$ cat config.mk
export PLATFORM = sky130hd
export DESIGN_NAME = prog_loader
export DESIGN_NICKNAME = d
export VERILOG_FILES = /design/src/rtl/prog_loader.sv
export SDC_FILE = /design/constraint.sdc
export NUM_CORES = 1
export LEC_CHECK = 0
export BUFFER_PORTS_ARGS = -buffer_cell sky130_fd_sc_hd__buf_2
export CAP_MARGIN = 20
export CELL_PAD_IN_SITES_DETAIL_PLACEMENT = 0
export CELL_PAD_IN_SITES_GLOBAL_PLACEMENT = 2
export CORE_MARGIN = 3
export CORE_UTILIZATION = 25
export CTS_CLUSTER_SIZE = 20
export DETAILED_ROUTE_END_ITERATION = 16
export GPL_ROUTABILITY_DRIVEN = 0
export GPL_TIMING_DRIVEN = 0
export MAX_ROUTING_LAYER = met4
export PLACE_DENSITY = 0.65
export SLEW_MARGIN = 20
export SYNTH_ARGS = -nofsm -noshare
export SYNTH_HDL_FRONTEND = slang
export SYNTH_SLANG_ARGS = --single-unit
$ cat constraint.sdc
create_clock -name clk -period 3 [get_ports clk]
set_clock_uncertainty 0.1 [all_clocks]
set_input_delay 0 -clock clk [delete_from_list [all_inputs] [get_ports clk]]
set_output_delay 0 -clock clk [all_outputs]
set_load 0.02 [all_outputs]
$ cat src/rtl/prog_loader.sv
// prog_loader: boot-time program memory writer.
// Consumes a framed byte stream (16-bit LE word count, 4*N data bytes,
// XOR checksum byte) and writes little-endian 32-bit words to program
// memory starting at BASE_ADDR. busy keeps the CPU held during a load.
module prog_loader #(
  parameter logic [31:0] BASE_ADDR = 32'h0000_0000,
  parameter int          MAX_WORDS = 2048
) (
  input  logic        clk,
  input  logic        rst_n,
  input  logic        start,
  input  logic        byte_valid,
  input  logic [7:0]  byte_data,
  output logic        byte_ready,
  output logic        mem_we,
  output logic [31:0] mem_addr,
  output logic [31:0] mem_wdata,
  input  logic        mem_ready,
  output logic        busy,
  output logic        done,
  output logic        error,
  output logic [15:0] words_written
);

  typedef enum logic [2:0] {S_IDLE, S_LEN, S_DATA, S_WRITE, S_CSUM} state_t;

  state_t      state_q, state_d;
  logic [15:0] n_q, n_d;
  logic [1:0]  idx_q, idx_d;
  logic [31:0] word_q, word_d;
  logic [7:0]  xor_q, xor_d;
  logic [15:0] words_q, words_d;
  logic        done_q, done_d;
  logic        error_q, error_d;

  logic        take;
  logic [15:0] n_full;

  // byte_ready is a pure state decode so the source sees no comb path back
  assign byte_ready = (state_q == S_LEN) || (state_q == S_DATA) || (state_q == S_CSUM);
  assign take       = byte_valid & byte_ready;
  assign n_full     = {byte_data, n_q[7:0]};

  // Memory write port; address/data forced to zero outside WRITE
  assign mem_we        = (state_q == S_WRITE);
  assign mem_addr      = mem_we ? (BASE_ADDR + {14'd0, words_q, 2'b00}) : 32'd0;
  assign mem_wdata     = mem_we ? word_q : 32'd0;
  assign busy          = (state_q != S_IDLE);
  assign done          = done_q;
  assign error         = error_q;
  assign words_written = words_q;

  // Next-state and datapath updates for the load sequence
  always_comb begin
    state_d = state_q;
    n_d     = n_q;
    idx_d   = idx_q;
    word_d  = word_q;
    xor_d   = xor_q;
    words_d = words_q;
    done_d  = done_q;
    error_d = error_q;
    case (state_q)
      S_IDLE: begin
        if (start) begin
          done_d  = 1'b0;
          error_d = 1'b0;
          words_d = 16'd0;
          xor_d   = 8'd0;
          idx_d   = 2'd0;
          n_d     = 16'd0;
          state_d = S_LEN;
        end
      end
      S_LEN: begin
        if (take) begin
          if (idx_q == 2'd0) begin
            n_d   = {8'd0, byte_data};
            idx_d = 2'd1;
          end else begin
            n_d   = n_full;
            idx_d = 2'd0;
            if ((n_full == 16'd0) || (int'(n_full) > MAX_WORDS)) begin
              error_d = 1'b1;
              done_d  = 1'b1;
              state_d = S_IDLE;
            end else begin
              state_d = S_DATA;
            end
          end
        end
      end
      S_DATA: begin
        if (take) begin
          word_d[{idx_q, 3'b000} +: 8] = byte_data;
          xor_d = xor_q ^ byte_data;
          idx_d = idx_q + 2'd1;
          if (idx_q == 2'd3) state_d = S_WRITE;
        end
      end
      S_WRITE: begin
        if (mem_ready) begin
          words_d = words_q + 16'd1;
          state_d = ((words_q + 16'd1) == n_q) ? S_CSUM : S_DATA;
        end
      end
      S_CSUM: begin
        if (take) begin
          error_d = (byte_data != xor_q);
          done_d  = 1'b1;
          state_d = S_IDLE;
        end
      end
      default: state_d = S_IDLE;
    endcase
  end

  // State and datapath registers; reset discards any partial word
  always_ff @(posedge clk or negedge rst_n) begin
    if (!rst_n) begin
      state_q <= S_IDLE;
      n_q     <= 16'd0;
      idx_q   <= 2'd0;
      word_q  <= 32'd0;
      xor_q   <= 8'd0;
      words_q <= 16'd0;
      done_q  <= 1'b0;
      error_q <= 1'b0;
    end else begin
      state_q <= state_d;
      n_q     <= n_d;
      idx_q   <= idx_d;
      word_q  <= word_d;
      xor_q   <= xor_d;
      words_q <= words_d;
      done_q  <= done_d;
      error_q <= error_d;
    end
  end

endmodule

==> metrics.md <==
| Metric | Value |
|---|---|
| Crit Path Max Fanout | 10 |
| Area grow syn2layout | 23.91% |
| Initial antenna violation count | 0 |
| DR DRC count | 0 |
| FF-to-FF Start | words_written[1] |
| Count of input and output buffers | 80 |
| Top sig layer | met4 |
| # Max-Cap Violations | 0 |
| Clock sink count | 79 |
| Clock buffer depth | 2 |
| Hold Violations, Final | 0 |
| Pin count of the biggest net entering global routing | 51 |
| Worst Hold End | words_written[3] |
| Worst endpoint required time | 3.11 ns |
| Unrepaired setup endpoints after global routing | false |
| Layout cells sized above 1 | 18.56% |
| Footprint of the multi-input gates | 2604 sq um |
| Area leader, netlist | dfrtp_1 |
| Slack of the worst reg-to-reg path | 0.32 ns |
| Diode count | 0 |
| Via count | 4,428 |
| Most used cell, CP | nand3_1 |
| Synth Cell Area | 4800 sq um |
| Sequential Area | 1977 sq um |
| Yosys top cell area share | 41.19% |
| ANT nets after route | 0 |
| Wire length on met3 | 485 um |
| Htree depth | 3 |
| Design area | 5947 sq um |
| WL final | 15.50 mm |
| Hold path cells | 4 |
| CTS Buf Count | 9 |
| Sw Ratio | 43.17% |
| Startpoint type of the worst setup path | flip-flop |
| Routed vias/inst | 4.850 |
| Met2 WL | 7.348 mm |
| Setup TNS | 0 ns |
| #FFs+latches synth | 79 |
| GRT overflow | 0 |
| Setup-failing EPs final | 0 |
| Pint | 0.002465 W |
| Tmin final | 2.680 ns |
| Dpl cells | 888 |
| Crit end category | flip-flop |
| Placeable Area | 18,770 sq um |
| Yosys Warn Count | 0 |
| Clk pwr share | 24.3% |
| Max Freq | 0.3731 GHz |
| Number of global-route vias before repair | 4,360 |
| Power per cell area | 729.4 nW/um^2 |
| Cell with the most instances after synthesis | nand2_1 |
| Clock Pin Slew Worst Setup and Hold Paths | 0.07 ns |
| Asr flop ratio synth | 100.0% |
| First-iteration detailed-routing DRC count | 219 |
| CTS tree | built |
| FILL cells | 2,029 |
| Max-slew headroom | 45.01% |
| Non-Filler Instances | 913 |
| Flop pwr share | 34.1% |
| Worst EP arrival | 2.79 ns |
| Outcome | finished, final reports clean |
| Netlist cell types | 51 |
| Most frequent cells after synthesis | nand2_1, dfrtp_1, and2_1, o21ai_0, o31ai_1 |
| Total I/O pin count | 98 |
| Die area | 20,900 sq um |
| Placement Rows | 50 |
| Reg2reg end | state_q[1] |
| Slowest-stage cell, CP | dfrtp_1 |
| Worst-Margin Slew | 0.8231 ns |
| Combinational power share | 41.6% |
| Final nets | 694 |
| Root buffer cell | clkbuf_16 |
| Leakage power | 2.822 nW |
| Drt wl/cell | 16.97 um |
| Placed wire-length estimate | 11.23 mm |
| Sequential area share after synthesis | 41.19% |
| Top post-synthesis cells by area | dfrtp_1, nand2_1, and2_1, o31ai_1, o21ai_0 |
| CP Cell Sequence | ha_1 -> nand3_1 -> nor4b_1 -> xnor2_1 -> nand3_1 -> nor4_1 -> a31oi_1 |
| Initial Util | 25.57% |
| Max IR drop VDD | 0.2854 mV |
| Total GRT Usage | 15.83% |
| Worst Hold Launch | mem_ready |
| Number of detailed-route iterations in the first pass | 4 |
| Slew Viols, Final | 0 |
| First-pass GRT wire length | 24.70 mm |
| Critical path's largest stage delay | 0.49 ns |
| Post-synth EDFFs | 0 |
| Post-Syn Instances | 558 |
| Main synth FF type | dfrtp_1 |
| Mean Syn Cell Area | 8.601 sq um |
| Final Cycle Share | 89.34% |
| DP Area | 5579 sq um |
| Clock latency at the later pin of the worst-skew pair | 0.35 ns |
| Metal-1 WL | 7.473 mm |
| Cell count of the worst reg-to-reg path | 7 |
| Die width | 144.6 um |
| Hold crit path type | input port to flip-flop |
| Chip Height | 144.6 um |
| Net switching power | 0.001873 W |
| Crit Path Class | flip-flop to flip-flop |
==> power groups by stage <==
stage / sequential (W) / clock, W / combinational (W)
final: 0.00148 / 0.00105 / 0.00181
after global placement: 0.00149 / 0 / 0.00177
after floorplan: 0.00146 / 0 / 0.00123
after detailed placement: 0.00150 / 0 / 0.00180
after CTS: 0.00148 / 0.00108 / 0.00182
after global routing: 0.00152 / 0.00112 / 0.00203
==> worst max-delay path, delay by kind of cell (launching register included) <==
kind / cells / cell delay, ns
and+or+nand+nor: 4 / 1.24
DFF: 1 / 0.49
adders and majority gates: 1 / 0.36
xor gates and xnor gates: 1 / 0.22
AOI/OAI and AO/OA: 1 / 0.15
==> cell type report <==
class	instances	area share, %
Inverter	6	0.3787
Multi-Input combinational cell	437	43.78
Tap cell	234	4.923
Timing Repair Buffer	90	8.752
Clock buffer	10	3.850
Buffer	51	4.313
Sequential cell	79	33.24
Clock inverter	6	0.7574
==> layout by cell type, fill, tap and decap left out, types with 5 or more instances in the layout <==
cell type / Yosys / routed
o31ai_1: 40 / 40
buf_4: 17 / 18
nand2b_1: 11 / 11
nand4_1: 8 / 8
xnor2_1: 15 / 15
clkbuf_16: 0 / 9
dfrtp_1: 79 / 79
conb_1: 1 / 16
and2_1: 51 / 51
ha_1: 7 / 7
o21ai_0: 44 / 44
nor3_1: 14 / 14
nand3_1: 18 / 18
clkbuf_1: 32 / 33
nor4_1: 5 / 5
nand2_1: 98 / 98
nor2_1: 13 / 13
inv_1: 6 / 6
a31oi_1: 5 / 5
a21oi_1: 13 / 12
buf_2: 1 / 80
xor2_1: 16 / 16
dlygate4sd3_1: 0 / 9
and3_1: 8 / 8
==> flip-flops by register name, summed over array words and instances, names as in the netlist <==
name           count
words_written     16
state_q            3
word_q            32
idx_q              2
xor_q              8
done               1
error              1
n_q               16
==> cells by family (layout without fill, tap and decap cells) <==
kind of cell	count (synthesis)	after routing	synth area share [%]
and+or+nand+nor	250	250	26.93
AOI/OAI and AO/OA	129	129	17.67
DFF	79	79	41.19
buffers and inverters	57	163	5.813
xor gates and xnor gates	31	31	5.657
adders and majority gates	7	7	1.825
muxes	4	4	0.8342
other	1	16	0.07813
==> stage by stage <==
stage	power [W]	setup WS [ns]	utilization [%]	hold slack [ns]
5_1_grt	0.004678	0.03042	31.69	0.07011
3_5_place_dp	0.003301	0.2731	29.73	-0.1197
3_3_place_gp	0.003269	0.2211	29.57	0.2162
4_1_cts	0.004386	0.2103	31.67	0.03468
2_1_floorplan	0.002695	0.8163	-	-0.3956
6_report	0.004338	0.3199	31.69	0.04556
==> layer usage <==
| metal | up-vias | global-route usage [%] |
|---|---|---|
| met1 | 2178 | 21.67 |
| met5 | - | - |
| li1 | 2154 | - |
| met2 | 84 | 24.46 |
| met3 | 12 | 2.083 |
| met4 | 0 | 4.811 |
==> worst max-delay path by stage <==
stage	from	endpoint	slack (ns)	cells past startpoint
after floorplan	words_written[1]	state_q[1]	0.82	7
after CTS	state_q[2]	words_written[3]	0.21	7
after global routing	words_written[1]	state_q[1]	0.03	7
final	words_written[1]	state_q[1]	0.32	7
after detailed placement	state_q[2]	words_written[3]	0.27	7
after global placement	state_q[2]	words_written[3]	0.22	7
==> timing repair <==
action,4_1_cts,5_1_grt
buffers inserted,0,0
resized for setup,0,1
hold buffers,9,0
hold endpoints to repair,95,0
endpoints found under the setup margin,0,3
Note: power is estimated with default switching activity, not from simulation.
